==> config.mk <==
export PLATFORM = sky130hd
export DESIGN_NAME = spike_rate_decoder
export DESIGN_NICKNAME = d
export VERILOG_FILES = /design/src/rtl/snn_pkg.sv /design/src/rtl/hex_to_7seg.sv /design/src/rtl/spike_rate_decoder.sv
export SDC_FILE = /design/constraint.sdc
export NUM_CORES = 1
export LEC_CHECK = 0
export ABC_CLOCK_PERIOD_IN_PS = 3000
export CORE_MARGIN = 5
export CORE_UTILIZATION = 45
export DETAILED_ROUTE_END_ITERATION = 8
export GPL_ROUTABILITY_DRIVEN = 0
export PLACE_DENSITY = 0.77
export SLEW_MARGIN = 10
export SYNTH_ARGS = -nofsm -noshare
export SYNTH_HDL_FRONTEND = slang
export SYNTH_SLANG_ARGS = --single-unit
==> constraint.sdc <==
create_clock -name clk -period 3 [get_ports clk]
set_clock_uncertainty 0.2 [all_clocks]
set_input_delay 0.45 -clock clk [delete_from_list [all_inputs] [get_ports clk]]
set_output_delay 0.45 -clock clk [all_outputs]
set_load 0.01 [all_outputs]
==> src/rtl/snn_pkg.sv <==
// snn_pkg: shared widths, decoder FSM states and 7-segment patterns for the spiking pipeline.
package snn_pkg;
    localparam int SPIKE_CNT_W = 8;
    typedef enum logic {IDLE, RUN} state_t;
    // Active-high {g,f,e,d,c,b,a}; entry 15 leftmost so SEG_TABLE[n] is digit n.
    localparam logic [15:0][6:0] SEG_TABLE = {
        7'h71, 7'h79, 7'h5e, 7'h39, 7'h7c, 7'h77, 7'h6f, 7'h7f,
        7'h07, 7'h7d, 7'h6d, 7'h66, 7'h4f, 7'h5b, 7'h06, 7'h3f
    };
endpackage

==> src/rtl/hex_to_7seg.sv <==
// hex_to_7seg: combinational hex digit to active-high 7-segment pattern.
module hex_to_7seg
    import snn_pkg::*;
(
    input  logic [3:0] nibble,
    output logic [6:0] seg
);
    assign seg = SEG_TABLE[nibble];
endmodule

==> src/rtl/spike_rate_decoder.sv <==
// spike_rate_decoder: counts spike rising edges per fixed window and hands the rate out via valid/ready.
module spike_rate_decoder
    import snn_pkg::*;
#(
    parameter logic [23:0] WINDOW_CYCLES = 24'd10_000_000,
    parameter int          CNT_W         = SPIKE_CNT_W
) (
    input  logic             clk,
    input  logic             rst_n,
    input  logic             ena,
    input  logic             spike_i,
    input  logic             clr_i,
    output logic [CNT_W-1:0] rate_o,
    output logic             rate_valid_o,
    input  logic             rate_ready_i,
    output logic             overrun_o,
    output logic [6:0]       seg_o,
    output logic             busy_o
);
    localparam logic [CNT_W-1:0] CNT_MAX = '1;
    state_t           state, state_n;
    logic [23:0]      timer;
    logic [CNT_W-1:0] cnt, cnt_inc;
    logic             spike_q, rise, active, terminal, latch, xfer;
    always_comb begin
        state_n = ena ? RUN : IDLE;
    end
    always_ff @(posedge clk or negedge rst_n) begin
        if (!rst_n) state <= IDLE;
        else        state <= state_n;
    end
    assign rise     = spike_i & ~spike_q;
    assign active   = (state == RUN) & ena;
    assign terminal = timer == WINDOW_CYCLES - 24'd1;
    assign latch    = active & terminal;
    assign xfer     = rate_valid_o & rate_ready_i;
    assign cnt_inc  = (cnt == CNT_MAX) ? cnt : cnt + {{(CNT_W-1){1'b0}}, rise};
    assign busy_o   = state == RUN;
    // Dropping ena discards the partial window: timer and cnt only advance while active.
    always_ff @(posedge clk or negedge rst_n) begin
        if (!rst_n) begin
            timer        <= '0;
            cnt          <= '0;
            spike_q      <= 1'b0;
            rate_o       <= '0;
            rate_valid_o <= 1'b0;
            overrun_o    <= 1'b0;
        end else begin
            spike_q      <= spike_i;
            timer        <= (active && !terminal) ? timer + 24'd1 : '0;
            cnt          <= (active && !terminal) ? cnt_inc : '0;
            rate_o       <= latch ? cnt_inc : rate_o;
            rate_valid_o <= latch | (rate_valid_o & ~xfer);
            overrun_o    <= (latch & rate_valid_o & ~rate_ready_i) | (overrun_o & ~clr_i);
        end
    end
    hex_to_7seg u_seg (
        .nibble(rate_o[3:0]),
        .seg   (seg_o)
    );
endmodule

---- Word level (Yosys, flattened, before mapping) ----
Memories as Yosys holds them, arrays and structs flattened.
Cells that the tools add are included.
word-level totals
  flip-flop bits (word level) ............. 44
  latch bits .............................. 0
  bits in writable memories ............... 0
  memory bits (read-only) ................. 112
  input bits .............................. 6
  output and inout port bits .............. 18
  word-level logic and storage cells ...... 34
  memories kept ........................... 1
cells by class
  add/subtract/negate cells ............... 2
  multipliers ............................. 0
  divide/modulo/power cells ............... 0
  $lt $le $gt $ge ......................... 1
  equality and inequality tests ........... 2
  shift operators ......................... 0
  mux-type cells .......................... 5
  bitwise logic cells ..................... 14
  reduce and logical (&&, ||, !) cells .... 2
memories
  memory            words  width  rd ports  clocked after memory_dff  write ports  line              RTL
  (name not given)  16     7      1         0                         0            hex_to_7seg.sv:8  assign seg = SEG_TABLE[nibble];
operator list
  cell                   count
  $add 24x1->24 const B  1
  $eq 24x24->1 const B   1
  $mux 24                1
  $mux 8                 2
  $add 8x1->8            1
  $and 1x1->1            8
  $eq 8x8->1 const B     1
  $mux 7                 1
  $lt 4x5->1 const B     1
  $not 1->1              4
  $or 1x1->1             2
  $logic_and 1x1->1      1
  $logic_not 1->1        1
  $mux 1                 1

---- Longest topological paths before layout ----
Gate-level depths: netlist of run 1.
  word-level depth ........................ 5
  mapped depth ............................ 7
  depth with buffers taken out ............ 7

---- Hierarchy ----
A second synthesis of run 1 with hierarchy kept.
unflattened totals
  cells, all modules ...................... 239
  area total of the unflattened synthesis .. 2,414.8 µm²
modules (own cells, without submodules)
  module              instances  cells an instance  area each (µm²)  seq. area each (µm²)
  spike_rate_decoder  1          206                2,127.0          1,101.1
  hex_to_7seg         1          33                 287.8            0.0

---- Worst setup path before layout of run 1 ----
OpenSTA, ideal clock, no wires.
  path kind ............................... register to register
  from .................................... reg timer[17]
  to ...................................... reg rate_o[2]
  library setup time ...................... 0.125 ns
  arrival time ............................ 1.861 ns
  required time ........................... 2.675 ns
  path slack .............................. 0.814 ns
  stages on the path, launching flop included .. 5
  buffers on the path ..................... 0
  period minus slack after synthesis ...... 2.186 ns
  path through ............................ dfrtp_1 > nand4bb_1 > or4_4 > nor3_4 > mux2_2
on the way
  word-level cells in the longest chain between the ends .. 2
ends and longest elaborated chain
  item                    line                      RTL
  start, declared         spike_rate_decoder.sv:22  logic [23:0] timer;
  start signal, assigned  spike_rate_decoder.sv:50  timer <= (active && !terminal) ? timer + 24'd1 : '0;
  $eq 24x24->1            spike_rate_decoder.sv:34  assign terminal = timer == WINDOW_CYCLES - 24'd1;
  $and 1x1->1             spike_rate_decoder.sv:35  assign latch = active & terminal;
  end signal, assigned    spike_rate_decoder.sv:52  rate_o <= latch ? cnt_inc : rate_o;
  end, declared           spike_rate_decoder.sv:13  output logic [CNT_W-1:0] rate_o,
No other way between the ends.
A chain may end at the register's enable or synchronous reset.

---- Final worst setup path of run 1 ----
  from .................................... reg rate_o[1]
  to ...................................... out seg_o[3]
on the way
  word-level cells in the longest chain between the ends .. 2
ends and longest elaborated chain
  item                          line                      RTL
  $mem_v2 16x7                  -
  $mux 7 (implied by the code)  hex_to_7seg.sv:8
  end, declared                 spike_rate_decoder.sv:17  output logic [6:0] seg_o,
No other way between the ends. The select of a mux whose other input is x is not followed.

==> run_results.csv, run 1 <==
group,metric,value,unit
global_routing,grt_max_degree,45,
worst_setup_path,cp-start-kind,"flip-flop",
global_routing,grt_pass1_wl,7.98,mm
cells_and_area,nets,279,
synth,synthesis.area,2360,um^2
place,io_buffers,23,
synth,synthMostInstantiatedCell,"dfrtp_1",
synth,synth_top_family_by_area,"simple AND/OR/NAND/NOR gates",
global_routing,antenna_found_initial,0,
die,rows,26,
cts,cts.repair.resized,0,
routing,routed_wl,4.69,mm
place,hpwl,3.35,mm
synth,synthMuxAreaShare,6.68,%
routing,via_per_inst,5.58,
worst_setup_path,path_buf_inv,4,
synth,synth_nets,252,
worst_setup_path,crit_top_cell,"inv_1",
synth,synth_common_cells,"dfrtp_1 (44), nor2_1 (22), nand2_1 (17)",
timing,worst_pin_slew,976,ps
synth,netlist_instances,236,
synth,syn_avg_cell_area,10.0,um^2
synth,synth_ff_type,"dfrtp_1",
cts,htreeDepth,2,
cells_and_area,num_antenna_cells,0,
timing,slew_violations,0,
place,place_inst,326,
die,die_w,82.4,um
timing,slew_headroom,35.0,%
cells_and_area,multiInputGateArea,1190,um^2
cts,holdBufCountCts,0,
timing,worst_slack,119,ps
timing,setup_tns,0,ps
synth,yosysUniqueCellTypes,43,
die,dieArea,6800,um^2
place,place_ws,428,ps
cells_and_area,final_cells,334,
outcome,outcome,"complete, no violations",
synth,synthXorXnorAreaFrac,5.94,%
worst_setup_path,endpoint_kind,"primary output",
cts,cts.path.max_buffers,2,
cts,cts-buffers-inserted,5,
synth,ys_warn_count,0,
cts,cts_root_buffer,"clkbuf_8",
worst_setup_path,slowest_delay,520,ps
die,start_util,46.2,%
timing,min_period_over_period,96.0,%
synth,synth.area.top_cells,"dfrtp_1 (47%), ha_1 (5.3%), xor2_1 (4.5%)",
hold_path,hold_class,"in2async",
synth,synth_fa_ha_area_share,5.30,%
worst_setup_path,cpLargestDelayFamily,"buffers and inverters",
global_routing,first_global_vias,1755,
die,design.core.area,5110,um^2
routing,dr.pass1.iters,4,
cts,clk_pin_slew,90,ps
timing,setup_violations,0,
cts,clk_latency,300,ps
timing,period_needed,2880,ps
die,io_pins,24,
routing,via_count,1865,
run,maxCapViolations,0,
pwr,leakage,1.18,nW
global_routing,grt_overflow_total,0,
timing,max_freq,0.347,GHz
timing,finalHoldViolCount,0,
worst_setup_path,critPathKind,"reg2out",
cells_and_area,drive_gt1_share,9.47,%
die,fp.dieH,82.4,um
synth,synth-edff-count,0,
worst_setup_path,crit_required,2350,ps
routing,drt-wirelength-per-cell,14.1,um
synth,synthDominantCellAreaShare,46.6,%
synth,synth-simple-area-share,23.2,%
global_routing,grt.total_usage,15.4,%
cells_and_area,areaGrowthSynthToFinish,18.0,%
synth,synth_seq_area_share,46.6,%
routing,remaining_drc_errors,0,
cts,tritoncts,"built",
timing,rsz0062_at_grt,"no",
worst_setup_path,cp_cell_sequence,"inv_1 -> ha_1 -> inv_1 -> mux4_2 -> inv_1 -> clkdlybuf4s50_1",
cts,cts.sinks,44,
cells_and_area,nFillCells,482,
worst_setup_path,crit_path_top_delay_cell,"clkdlybuf4s50_1",
routing,drt_iter0_markers,146,
worst_setup_path,critical_path_arrival,2230,ps
synth,synth_compound_area_share,9.17,%
synth,yosysTopAreaCell,"dfrtp_1",
synth,async_reset_ff_share,100,%
pwr,cellPowerDensity,394,nW/um^2
pwr,peakVddDrop,0.000329,V
routing,ant_nets,0,
worst_setup_path,critPathMaxFanout,6,
synth,synth.ff_latch_count,44,
cells_and_area,regArea,1100,um^2
cts,post_cts_buffers,0,
## registers in the layout, summed over array words and instances (netlist names)
signal and flops:
busy_o 1, cnt 8, overrun_o 1, rate_o 8, rate_valid_o 1, spike_q 1
timer 24
## through the flow
stage,util [%],total power [W],hold slack (ps),instance area [um^2]
after detailed placement,52.3,0.000646,294,2670
after global placement,52.3,0.000645,282,2670
after global routing,54.6,0.00115,187,2790
after floorplan,-,0.000622,-45.6,2360
final,54.6,0.00110,99.4,2790
after CTS,54.6,0.00111,132,2790
## metal layers
metal	global-route usage [%]	wire length, um	share of wire [%]	vias up
met5	0	0	0	-
met4	5.98	70	1.5	0
met3	3.80	228	4.9	8
met2	25.2	2230	47	44
met1	19.4	2170	46	905
li1	-	-	-	908
## path summary, 6_finish.rpt
check	to	slack, ps	cells past startpoint	startpoint
worst max-delay path	seg_o[3]	120	6	rate_o[1]
worst min-delay path	busy_o	100	1	rst_n
worst max register to register	rate_o[2]	580	5	timer[0]
worst min register to register	timer[0]	300	1	timer[0]
max in group asynchronous	rate_o[6]	1890	1	rst_n
min in group clk	timer[0]	300	1	timer[0]
## logic make-up (layout without fill, tap and decap cells)
kind of cell	after synthesis	after routing
compound gates	35	35
xor+xnor	16	16
fa+ha+maj	10	10
buf+inv	19	47
flops	44	44
mux	14	14
simple gates	98	98
## power by group
group	switching, W	leakage [nW]	internal [W]
clock network	0.000215	0.0548	0.000251
logic	0.0000239	0.539	0.0000114
registers	0.00000243	0.588	0.000596
## placed cells by master (no fill, tap or decap), drive strengths merged, types with 4 or more instances in the layout
cell type and n:
xnor2 4, inv 14, o21ai 7, clkbuf 5
dfrtp 44, mux2 4, xor2 12, and4 5
a21oi 14, clkdlybuf4s50 22, nor3 4, nand3 14
mux2i 9, nand4 8, nor2 22, ha 10
o31ai 4, buf 4, or4 6, nor4 4
nand2 17, nor2b 4
## final cells by class
| cell class | count | area share [%] |
|---|---|---|
| Tap cell | 70 | 3.14 |
| Multi-Input combinational cell | 173 | 42.6 |
| Clock inverter | 3 | 1.66 |
| Inverter | 13 | 1.75 |
| Sequential cell | 44 | 39.5 |
| Timing Repair Buffer | 26 | 8.89 |
| Clock buffer | 5 | 2.47 |
Note: power is estimated with default switching activity, not from simulation.
==> run 2: changes to the inputs <==
--- a/config.mk
+++ b/config.mk
@@ -10,7 +10,7 @@
 export CORE_UTILIZATION = 45
 export DETAILED_ROUTE_END_ITERATION = 8
 export GPL_ROUTABILITY_DRIVEN = 0
-export PLACE_DENSITY = 0.77
+export PLACE_DENSITY = 0.66
 export SLEW_MARGIN = 10
 export SYNTH_ARGS = -nofsm -noshare
 export SYNTH_HDL_FRONTEND = slang
==> run 2 against run 1 <==
  * First-iteration DRC count is 42% lower
  * Hold slack worse by 16 ps
  * Critical path depth stayed put
  * Design area stayed put
  * Sequential share of layout area stayed put
  * Largest power group unchanged
==> run_results.csv, run 2 (same netlist as run 1, synthesis figures left out) <==
group,metric,value,unit
run,maxCapViolations,0,
routing,m1WireLength,2.25,mm
routing,dr.pass1.iters,4,
timing,finalHoldViolCount,0,
die,fp.dieH,82.4,um
worst_setup_path,path_buf_inv,4,
timing,min_period_over_period,96.0,%
worst_setup_path,endpoint_kind,"primary output",
cts,cts.repair.resized,0,
global_routing,grt.total_usage,15.4,%
cells_and_area,largest_reg_flops,24,
place,hpwl,3.23,mm
cells_and_area,final_cell_mix,"dfrtp_1 (44), nor2_1 (22), clkdlybuf4s50_1 (22), nand2_1 (17)",
die,io_pins,24,
pwr,cellPowerDensity,393,nW/um^2
cts,clk_pin_slew,90,ps
cells_and_area,mostFrequentLayoutCell,"dfrtp_1",
hold_path,hold_class,"in2async",
cells_and_area,areaGrowthSynthToFinish,18.0,%
timing,max_freq,0.347,GHz
timing,rsz0062_at_grt,"no",
global_routing,antenna_found_initial,0,
die,rows,26,
cells_and_area,drive_gt1_share,9.47,%
worst_setup_path,critical_path_arrival,2230,ps
worst_setup_path,slowest_delay,530,ps
worst_setup_path,r2r_end,"rate_o[3]",
timing,worst_pin_slew,968,ps
die,dieArea,6800,um^2
cts,cts.sinks,44,
pwr,peakVddDrop,0.000211,V
place,io_buffers,23,
worst_setup_path,crit_top_cell,"inv_1",
routing,wl_met2,2.03,mm
worst_setup_path,cp-start-kind,"flip-flop",
die,design.core.area,5110,um^2
routing,ant_nets,0,
worst_setup_path,cp_cell_sequence,"inv_1 -> ha_1 -> inv_1 -> mux4_2 -> inv_1 -> clkdlybuf4s50_1",
worst_setup_path,critPathMaxFanout,5,
global_routing,grt_pass1_wl,8.14,mm
worst_setup_path,r2r-start,"timer[0]",
cts,cts.path.max_buffers,2,
cts,cts-buffers-inserted,5,
routing,via_per_inst,5.43,
die,start_util,46.2,%
routing,via_count,1815,
routing,drt_iter0_markers,84,
timing,slew_violations,0,
cts,post_cts_buffers,0,
cells_and_area,nets,279,
routing,routed_wl,4.52,mm
cts,tritoncts,"built",
cells_and_area,largest-register,"timer",
worst_setup_path,critPathKind,"reg2out",
outcome,outcome,"complete, no violations",
timing,slew_headroom,35.5,%
die,die_w,82.4,um
timing,period_needed,2880,ps
timing,setup_violations,0,
cells_and_area,nFillCells,476,
cts,clk_latency,300,ps
global_routing,first_global_vias,1758,
routing,top_layer,"met4",
pwr,leakage,1.18,nW
timing,setup_tns,0,ps
cts,holdBufCountCts,0,
cells_and_area,reg_top3,"timer: 24 flops, cnt: 8 flops, rate_o: 8 flops",
cts,htreeDepth,2,
worst_setup_path,r2r_cells,5,
cells_and_area,final_cells,334,
worst_setup_path,r2r_slack,650,ps
worst_setup_path,crit_path_top_delay_cell,"clkdlybuf4s50_1",
global_routing,grt_max_degree,45,
cells_and_area,num_antenna_cells,0,
worst_setup_path,cpLargestDelayFamily,"buffers and inverters",
place,place_inst,326,
global_routing,grt_overflow_total,0,
cts,cts_root_buffer,"clkbuf_8",
routing,drt-wirelength-per-cell,13.5,um
routing,met3_length,191,um
routing,remaining_drc_errors,0,
worst_setup_path,crit_required,2350,ps
## run 2: worst max-delay path by stage
stage,start,endpoint,slack [ps],depth (start not counted)
after floorplan,timer[17],rate_o[2],810,4
after global placement,rate_o[1],seg_o[3],490,6
after detailed placement,rate_o[0],seg_o[3],430,6
after CTS,rate_o[0],seg_o[3],90,6
after global routing,rate_o[1],seg_o[3],30,6
final,rate_o[0],seg_o[3],120,6
## run 2: final cells by class
class                   instances  area (um^2)  area share (%)
clock buffers                   5         68.8            2.47
flip-flops and latches         44         1100            39.5
multi-input cells             173         1190            42.6
repair buffers                 26          248            8.89
inverters                      13         48.8            1.75
well taps                      70         87.6            3.14
clock inverters                 3         46.3            1.66
## run 2: routing by layer
layer	up-vias	global-route usage, %
met5	-	0
met4	0	5.15
met3	6	3.80
met2	34	24.5
met1	870	20.6
li1	905	-
## run 2: power breakdown
| group | switching (W) | total (W) | leakage [nW] | internal, W |
|---|---|---|---|---|
| logic | 0.0000229 | 0.0000333 | 0.540 | 0.0000103 |
| clock network | 0.000214 | 0.000465 | 0.0548 | 0.000251 |
| registers | 0.00000242 | 0.000598 | 0.588 | 0.000596 |
| total | 0.000239 | 0.00110 | 1.18 | 0.000857 |
## run 2: through the flow
step	area [um^2]	hold slack (ps)	total power [W]	setup WS [ps]	utilization, %
final	2790	83.5	0.00110	119	54.6
after global routing	2790	175	0.00115	28.1	54.6
after CTS	2790	129	0.00111	90.3	54.6
after detailed placement	2670	298	0.000645	433	52.3
after global placement	2670	290	0.000645	490	52.3
after floorplan	2360	-45.6	0.000622	814	-
